==> src/rtl/sc_mul_rr_sched.sv <==
// Round-robin front end that time-shares a single stochastic-computing multiplier
// among NUM_REQ operand sources and returns each result tagged with its owner ID.
//
// state | meaning
// IDLE  | arbitrate; grant one requester and register its operands
// EVAL  | operands held on mul_a/mul_b while the wait counter runs down
// RESP  | captured result presented on the response channel until accepted
module sc_mul_rr_sched #(
    parameter int NUM_REQ = 4,
    parameter int ID_W    = 2,
    parameter int OP_W    = 6,
    parameter int RES_W   = 6,
    parameter int MUL_LAT = 1
) (
    input  logic                    clk,
    input  logic                    rst_n,
    input  logic [NUM_REQ-1:0]      req_valid,
    output logic [NUM_REQ-1:0]      req_ready,
    input  logic [NUM_REQ*OP_W-1:0] req_a,
    input  logic [NUM_REQ*OP_W-1:0] req_b,
    output logic [OP_W-1:0]         mul_a,
    output logic [OP_W-1:0]         mul_b,
    input  logic [RES_W-1:0]        mul_res,
    output logic                    rsp_valid,
    input  logic                    rsp_ready,
    output logic [ID_W-1:0]         rsp_id,
    output logic [RES_W-1:0]        rsp_data,
    output logic                    busy,
    output logic [15:0]             op_cnt
);

    typedef enum logic [1:0] {IDLE, EVAL, RESP} state_t;

    localparam logic [3:0]      LAT_M1   = 4'(MUL_LAT - 1);
    localparam logic [ID_W-1:0] LAST_RST = ID_W'(NUM_REQ - 1);

    state_t          state, state_nx;
    logic [ID_W-1:0] last;
    logic [ID_W-1:0] win_idx;
    logic            win_found;
    logic [3:0]      wait_cnt;
    logic [OP_W-1:0] sel_a, sel_b;

    // Search starts one past the previous winner so every holder gets a turn.
    always_comb begin
        logic [ID_W:0] idx;
        win_found = 1'b0;
        win_idx   = '0;
        idx       = '0;
        for (int k = 1; k <= NUM_REQ; k++) begin
            idx = {1'b0, last} + (ID_W+1)'(k);
            if (idx >= (ID_W+1)'(NUM_REQ))
                idx = idx - (ID_W+1)'(NUM_REQ);
            if (!win_found && req_valid[idx[ID_W-1:0]]) begin
                win_found = 1'b1;
                win_idx   = idx[ID_W-1:0];
            end
        end
    end

    always_comb begin
        sel_a = '0;
        sel_b = '0;
        for (int i = 0; i < NUM_REQ; i++) begin
            if (win_idx == ID_W'(i)) begin
                sel_a = req_a[i*OP_W +: OP_W];
                sel_b = req_b[i*OP_W +: OP_W];
            end
        end
    end

    always_ff @(posedge clk or negedge rst_n) begin
        if (!rst_n)
            state <= IDLE;
        else
            state <= state_nx;
    end

    always_comb begin
        state_nx  = state;
        req_ready = '0;
        case (state)
            IDLE: begin
                if (win_found) begin
                    req_ready = NUM_REQ'(1) << win_idx;
                    state_nx  = EVAL;
                end
            end
            EVAL: begin
                if (wait_cnt == 4'd0)
                    state_nx = RESP;
            end
            RESP: begin
                if (rsp_ready)
                    state_nx = IDLE;
            end
            default: state_nx = IDLE;
        endcase
    end

    always_ff @(posedge clk or negedge rst_n) begin
        if (!rst_n) begin
            mul_a     <= '0;
            mul_b     <= '0;
            rsp_id    <= '0;
            rsp_data  <= '0;
            rsp_valid <= 1'b0;
            op_cnt    <= '0;
            last      <= LAST_RST;
            wait_cnt  <= '0;
        end else begin
            case (state)
                IDLE: begin
                    if (win_found) begin
                        mul_a    <= sel_a;
                        mul_b    <= sel_b;
                        rsp_id   <= win_idx;
                        last     <= win_idx;
                        wait_cnt <= LAT_M1;
                    end
                end
                EVAL: begin
                    if (wait_cnt != 4'd0) begin
                        wait_cnt <= wait_cnt - 4'd1;
                    end else begin
                        rsp_data  <= mul_res;
                        rsp_valid <= 1'b1;
                    end
                end
                RESP: begin
                    if (rsp_ready) begin
                        rsp_valid <= 1'b0;
                        op_cnt    <= op_cnt + 16'd1;
                    end
                end
                default: ;
            endcase
        end
    end

    assign busy = (state != IDLE);

endmodule

==> config.mk <==
export PLATFORM = sky130hd
export DESIGN_NAME = sc_mul_rr_sched
export DESIGN_NICKNAME = d
export VERILOG_FILES = /design/src/rtl/sc_mul_rr_sched.sv
export SDC_FILE = /design/constraint.sdc
export NUM_CORES = 1
export LEC_CHECK = 0
export CAP_MARGIN = 20
export CORE_MARGIN = 5
export CORE_UTILIZATION = 44
export DETAILED_ROUTE_END_ITERATION = 12
export HOLD_SLACK_MARGIN = 0.06
export PLACE_DENSITY = 0.85
export SLEW_MARGIN = 20
export SYNTH_ARGS = -nofsm -noshare
export SYNTH_HDL_FRONTEND = slang
export SYNTH_SLANG_ARGS = --single-unit
==> constraint.sdc <==
create_clock -name clk -period 3.1 [get_ports clk]
set_input_delay 0.62 -clock clk [delete_from_list [all_inputs] [get_ports clk]]
set_output_delay 0.62 -clock clk [all_outputs]
set_load 0.05 [all_outputs]
==> reports/results.ini, run 1 <==
[final_layout]
fin_nets=373
fin_util=0.7177
antenna_cells=0
final_common_cell=clkdlybuf4s50_1
postLayoutCellArea_sq_um=3457
final_layout_size_suffix_gt1_frac=0.09968
synthToLayoutAreaGrowth_pct=56.01
layout_common_cells=97 x clkdlybuf4s50_1, 43 x dfrtp_1, 26 x mux2i_1

[clock_tree]
clk_pin_slew_ps=90
clockRootBuffer=clkbuf_8
cts_buffers=5
cts.sinks=45
cts_max_level=2
postCtsHoldBufs=0
post_cts_buffers=0
clk_latency_ps=300
cts_tree=yes
ctsResizeCount=0
cts_buffer_depth=2

[setup_path]
worstPathCellList=clkdlybuf4s50_1 > nand2b_1 > a21boi_1 > o21bai_1 > nor3_1 > buf_12
end_kind=primary output
cp_max_fo=4
crit_required_ps=2480
startpoint_type=input port
crit_type=input port to primary output
slowest_stage=clkdlybuf4s50_1
slowest_delay_ps=490
cp.arrival_ps=2260

[yosys]
synthCells=203
syn_avg_cell_area_sq_um=10.92
synth-seq-area-share=0.5093
synth_fp_nets=266
yosys_warnings=0
synthArstFlopShare=1.000
synth_edf_count=0
netlist_area_sq_um=2216
yosys_register_bits=45
ys_dominant_reg_cell=dfrtp_1
synthDistinctLibCells=37

[routing]
wl_per_cell_um=15.22
drc=0
vias=1894
wl_mm=5.753
first_pass_iters=4
first_iter_violations=54
ant_nets=0
routed_via_density=5.011

[floorplanning]
num_io_pins=103
die_w_um=80.97
die_y_um=80.97
core_sq_um=4817
dieArea_sq_um=6555
initial_core_util=0.4600
core.rowCount=25

[power]
vdd_drop_max_mv=0.6337
p_leak_nw=1.500
power_density_nw_per_um2=937.4

[timing]
slew_headroom=0.6268
skew_ps=8.255
finalHoldViolCount=0
final.setup.worst_slack_ps=220.8
rsz0062_at_grt=false
finalCritPeriodShare=0.9288
clock.fmax_mhz=347.3
fin_tns_setup_ps=0
setup-violations-final=0
drv_slew=0
min_period_ps=2879
worstMarginPinSlew_ps=559.8

[grt]
grt_pass1_vias=1947
grt_pass1_wl_mm=9.087
grt_overflow=0
grtUsageTotal=0.1803
antenna_found_initial=0
grt_max_degree=46

[place]
portBuffers=102
place_ws_ps=295.8
placed_area_sq_um=3354
dp_hpwl_mm=4.461
place.gp.congestion=0.7618

[outcome]
status=completed

[hold_path]
min_path_type=input port to async pin

[flow_run]
maxCapViolCount=0

[synth_stat cells (all sizes together), types with 5 or more instances]
library cell	instances	area share
a221oi	6	0.024
dfrtp	43	0.49
inv	6	0.010
mux2	6	0.030
mux2i	26	0.12
nand2	25	0.042
nand3	6	0.014
nor2	19	0.033
o221ai	6	0.024
xnor2	12	0.047
xor2	5	0.020
[registers in the layout, summed over array words and instances, names as in the netlist]
signal,flops
state,2
mul_a,6
rsp_data,6
mul_b,6
op_cnt,16
rsp_id,2
wait_cnt,4
rsp_valid,1
last,2
[worst paths after layout]
kind                                              from                      to  slack [ps]  cells after the start
worst max-delay path                      req_valid[2]            req_ready[0]         220                      6
worst min-delay path                             rst_n   op_cnt[9]$_DFFE_PN0P_         300                      1
worst max register to register     last[1]$_DFFE_PN1P_    mul_b[2]$_DFFE_PN0P_        1130                      5
worst min register to register  op_cnt[15]$_DFFE_PN0P_  op_cnt[15]$_DFFE_PN0P_         480                      1
max in group asynchronous                        rst_n     last[1]$_DFFE_PN1P_        2410                      1
min in group clk                op_cnt[15]$_DFFE_PN0P_  op_cnt[15]$_DFFE_PN0P_         480                      1
[per-layer routing]
metal | track usage | vias up | share of wire
met5 | 0 | - | 0
li1 | - | 935 | -
met3 | 0.06541 | 6 | 0.080
met4 | 0.03885 | 0 | 0.010
met2 | 0.3112 | 60 | 0.51
met1 | 0.2152 | 893 | 0.40
[critical path, delay by kind of cell]
kind	cells	cell delay, ps
AO/OA/AOI/OAI	2	400
AND/OR/NAND/NOR	2	550
buffers and inverters	2	690
[per-stage QoR]
step / std cells / hold slack (ps) / total power [W]
after floorplan: 203 / 324.4 / 0.002212
after global placement: 370 / 461.1 / 0.002833
after detailed placement: 370 / 471.8 / 0.002866
after CTS: 378 / 483.2 / 0.003274
after global routing: 378 / 345.5 / 0.003442
final: 378 / 299.3 / 0.003241
[cell type report]
class | count | area, sq um
Inverter | 6 | 22.52
Timing Repair Buffer | 105 | 1081
Tap cell | 67 | 83.83
Sequential cell | 45 | 1129
Clock buffer | 6 | 82.58
Clock inverter | 2 | 17.52
Fill cell | 390 | 1360
Multi-Input combinational cell | 147 | 1041
[cells by family (layout without fill, tap and decap cells)]
kind of cell               Yosys count  after routing  synth area share
and+or+nand+nor                     72             72            0.1553
DFF                                 45             45            0.5093
muxes                               32             32            0.1479
AOI/OAI and AO/OA                   24             24           0.08300
xor gates and xnor gates            17             17           0.06719
buffers and inverters               11            119           0.02597
adders and majority gates            2              2           0.01129
[power by group]
part	internal (W)	switching (W)	total, W	leakage, nW
combinational	0.000757	0.00115	0.00191	0.889
clock	0.000185	0.000209	0.000394	0.0518
sequential	0.000802	0.000134	0.000935	0.560
total	0.00174	0.00150	0.00324	1.50
Note: power is estimated with default switching activity, not from simulation.
==> run 2: changes to the inputs <==
--- a/config.mk
+++ b/config.mk
@@ -11,6 +11,7 @@
 export DETAILED_ROUTE_END_ITERATION = 12
 export HOLD_SLACK_MARGIN = 0.06
 export PLACE_DENSITY = 0.85
+export SETUP_SLACK_MARGIN = 0.4
 export SLEW_MARGIN = 20
 export SYNTH_ARGS = -nofsm -noshare
 export SYNTH_HDL_FRONTEND = slang
==> run 2 against run 1 <==
  * Sequential share of layout area decreased by 0.74 points
  * Final cell count rose by 0.53%
  * Setup slack improved by 230 ps
  * Clock skew is essentially flat
  * Sequential power up 0.6%
  * Hold slack gained 0.77 ps
  * Die area unchanged
  * Combinational power is 4% higher
  * Total power grew 2.5%
  * Critical path depth unchanged
  * Largest cell class unchanged
  * Largest power group unchanged
==> reports/results.ini, run 2 (synthesis gave the netlist of run 1 again) <==
[outcome]
status=completed

[clock_tree]
clk_pin_slew_ps=90  ; about the same
cts_max_level=2  ; unchanged
clockRootBuffer=clkbuf_8
cts_buffers=5  ; unchanged
cts.sinks=45  ; unchanged
clk_latency_ps=300  ; about the same
cts_tree=yes
cts_buffer_depth=2  ; unchanged

[final_layout]
layout_common_cells=94 x clkdlybuf4s50_1, 43 x dfrtp_1, 26 x mux2i_1
fin_nets=375  ; +0.54%
synthToLayoutAreaGrowth_pct=59.63
final_layout_size_suffix_gt1_frac=0.1342  ; +0.03451
antenna_cells=0  ; unchanged
postLayoutCellArea_sq_um=3537  ; +2.3%
instances_no_fill=380  ; +0.53%
multi_input_area_sq_um=1099  ; +5.5%
largest_register_ffs=16  ; unchanged
final_common_cell=clkdlybuf4s50_1
regMostFlops=op_cnt
nFillCells=377  ; -3.3%
fin_util=0.7343  ; +0.01662
seqCellArea_sq_um=1129  ; unchanged

[place]
place.gp.congestion=0.7618  ; unchanged
placed_area_sq_um=3354  ; unchanged
dp_hpwl_mm=4.461  ; unchanged
dp_cells=370  ; unchanged
portBuffers=102  ; unchanged

[setup_path]
crit_type=input port to primary output
end_kind=primary output
slowest_delay_ps=440  ; -50 ps
worstPathCellList=clkdlybuf4s50_1 > nand2b_1 > a21boi_2 > o21ba_2 > nor3_4 > buf_12
reg2reg_slack_ps=860  ; -270 ps
worst_r2r_path_depth=7  ; +2
slowest_stage=clkdlybuf4s50_1
cp_max_fo=4  ; unchanged
cp.arrival_ps=2030  ; -230 ps
startpoint_type=input port
crit_required_ps=2480  ; about the same

[timing]
fin_tns_setup_ps=0  ; unchanged
worstMarginPinSlew_ps=562.4  ; +2.602 ps
clock.fmax_mhz=377.6  ; +8.7%
setup-violations-final=0  ; unchanged
finalHoldViolCount=0  ; unchanged
rsz0062_at_grt=true
slew_headroom=0.6251  ; -0.001735
finalCritPeriodShare=0.8543  ; -0.07446
min_period_ps=2648  ; -230.8 ps
drv_slew=0  ; unchanged
skew_ps=7.889  ; -0.3659 ps

[flow_run]
maxCapViolCount=0  ; unchanged

[routing]
first_iter_violations=48  ; -11%
ant_nets=0  ; unchanged
wl_per_cell_um=15.54  ; +2.1%
wl_mm=5.904  ; +2.6%
vias=1914  ; +1.1%
routed_via_density=5.037  ; +0.52%
drc=0  ; unchanged
first_pass_iters=5  ; +1

[grt]
grt_pass1_wl_mm=9.163  ; +0.84%
grt_max_degree=46  ; unchanged
grt_pass1_vias=1945  ; -0.10%
antenna_found_initial=0  ; unchanged
grtUsageTotal=0.1819  ; +0.001647
grt_overflow=0  ; unchanged

[floorplanning]
die_w_um=80.97  ; unchanged
dieArea_sq_um=6555  ; unchanged
initial_core_util=0.4600  ; unchanged
core.rowCount=25  ; unchanged
die_y_um=80.97  ; unchanged
core_sq_um=4817  ; unchanged
num_io_pins=103  ; unchanged

[power]
pwr-share-seq=0.283  ; -0.006
p_leak_nw=1.557  ; +3.8%
power_density_nw_per_um2=939.4  ; +0.21%
p_int_w=0.001775  ; +1.8%
p_switching_w=0.001548  ; +3.4%
vdd_drop_max_mv=0.6437  ; +1.6%
switching_share=0.4658  ; +0.003834
power_frac_comb=0.598  ; +0.008
power.share.clock=0.119  ; -0.003

[hold_path]
min_path_type=input port to async pin

==> run 2: worst max-delay path, delay by kind of cell <==
kind / cells / cell delay (ps)
and+or+nand+nor: 2 / 350
buffers and inverters: 2 / 600
AOI/OAI and AO/OA: 2 / 460
==> run 2: per-layer routing <==
metal | global-route usage | vias to the layer above | wire length [um]
met1 | 0.2145 | 909 | 2351
li1 | - | 940 | -
met5 | 0 | - | 0
met2 | 0.3144 | 59 | 3057
met4 | 0.04561 | 0 | 59
met3 | 0.06541 | 6 | 435
==> run 2: area by class of cell <==
class	count	area share
flip-flops and latches	45	0.3191
repair buffers	107	0.3120
multi-input cells	147	0.3106
well taps	67	0.02370
clock buffers	6	0.02335
inverters	6	0.006367
clock inverters	2	0.004952
==> run 2: metrics by stage <==
stage | setup slack, ps | power, W | hold slack (ps)
floorplan | 101.0 | 0.002212 | 324.4
global route | 374.0 | 0.003522 | 345.5
finish | 451.6 | 0.003323 | 300.1
global placement | 321.9 | 0.002833 | 461.1
CTS | 302.2 | 0.003290 | 483.2
detailed placement | 295.8 | 0.002866 | 471.8
==> run 2: worst paths after layout <==
check | start | to
setup / recovery | req_valid[2] | req_ready[1]
min in group clk | op_cnt[15]$_DFFE_PN0P_ | op_cnt[15]$_DFFE_PN0P_
hold / removal | rst_n | op_cnt[9]$_DFFE_PN0P_
max in group asynchronous | rst_n | last[1]$_DFFE_PN1P_
hold reg to reg | op_cnt[15]$_DFFE_PN0P_ | op_cnt[15]$_DFFE_PN0P_
setup reg to reg | last[1]$_DFFE_PN1P_ | mul_b[2]$_DFFE_PN0P_
==> run 2: repair_timing <==
action                                  CTS  global route
pin swaps                                 1             3
setup buffers                             1             1
hold buffers                              0             0
cloned                                    0             0
endpoints found under the setup margin    4             4
gates resized for setup                   2            14
==> run 2: power by group through the flow <==
stage	clock [W]	sequential, W	combinational (W)
floorplan	0	0.00147	0.000742
CTS	0.000406	0.000936	0.00195
global route	0.000434	0.000971	0.00212
global placement	0	0.000942	0.00189
detailed placement	0	0.000947	0.00192
finish	0.000397	0.000941	0.00199
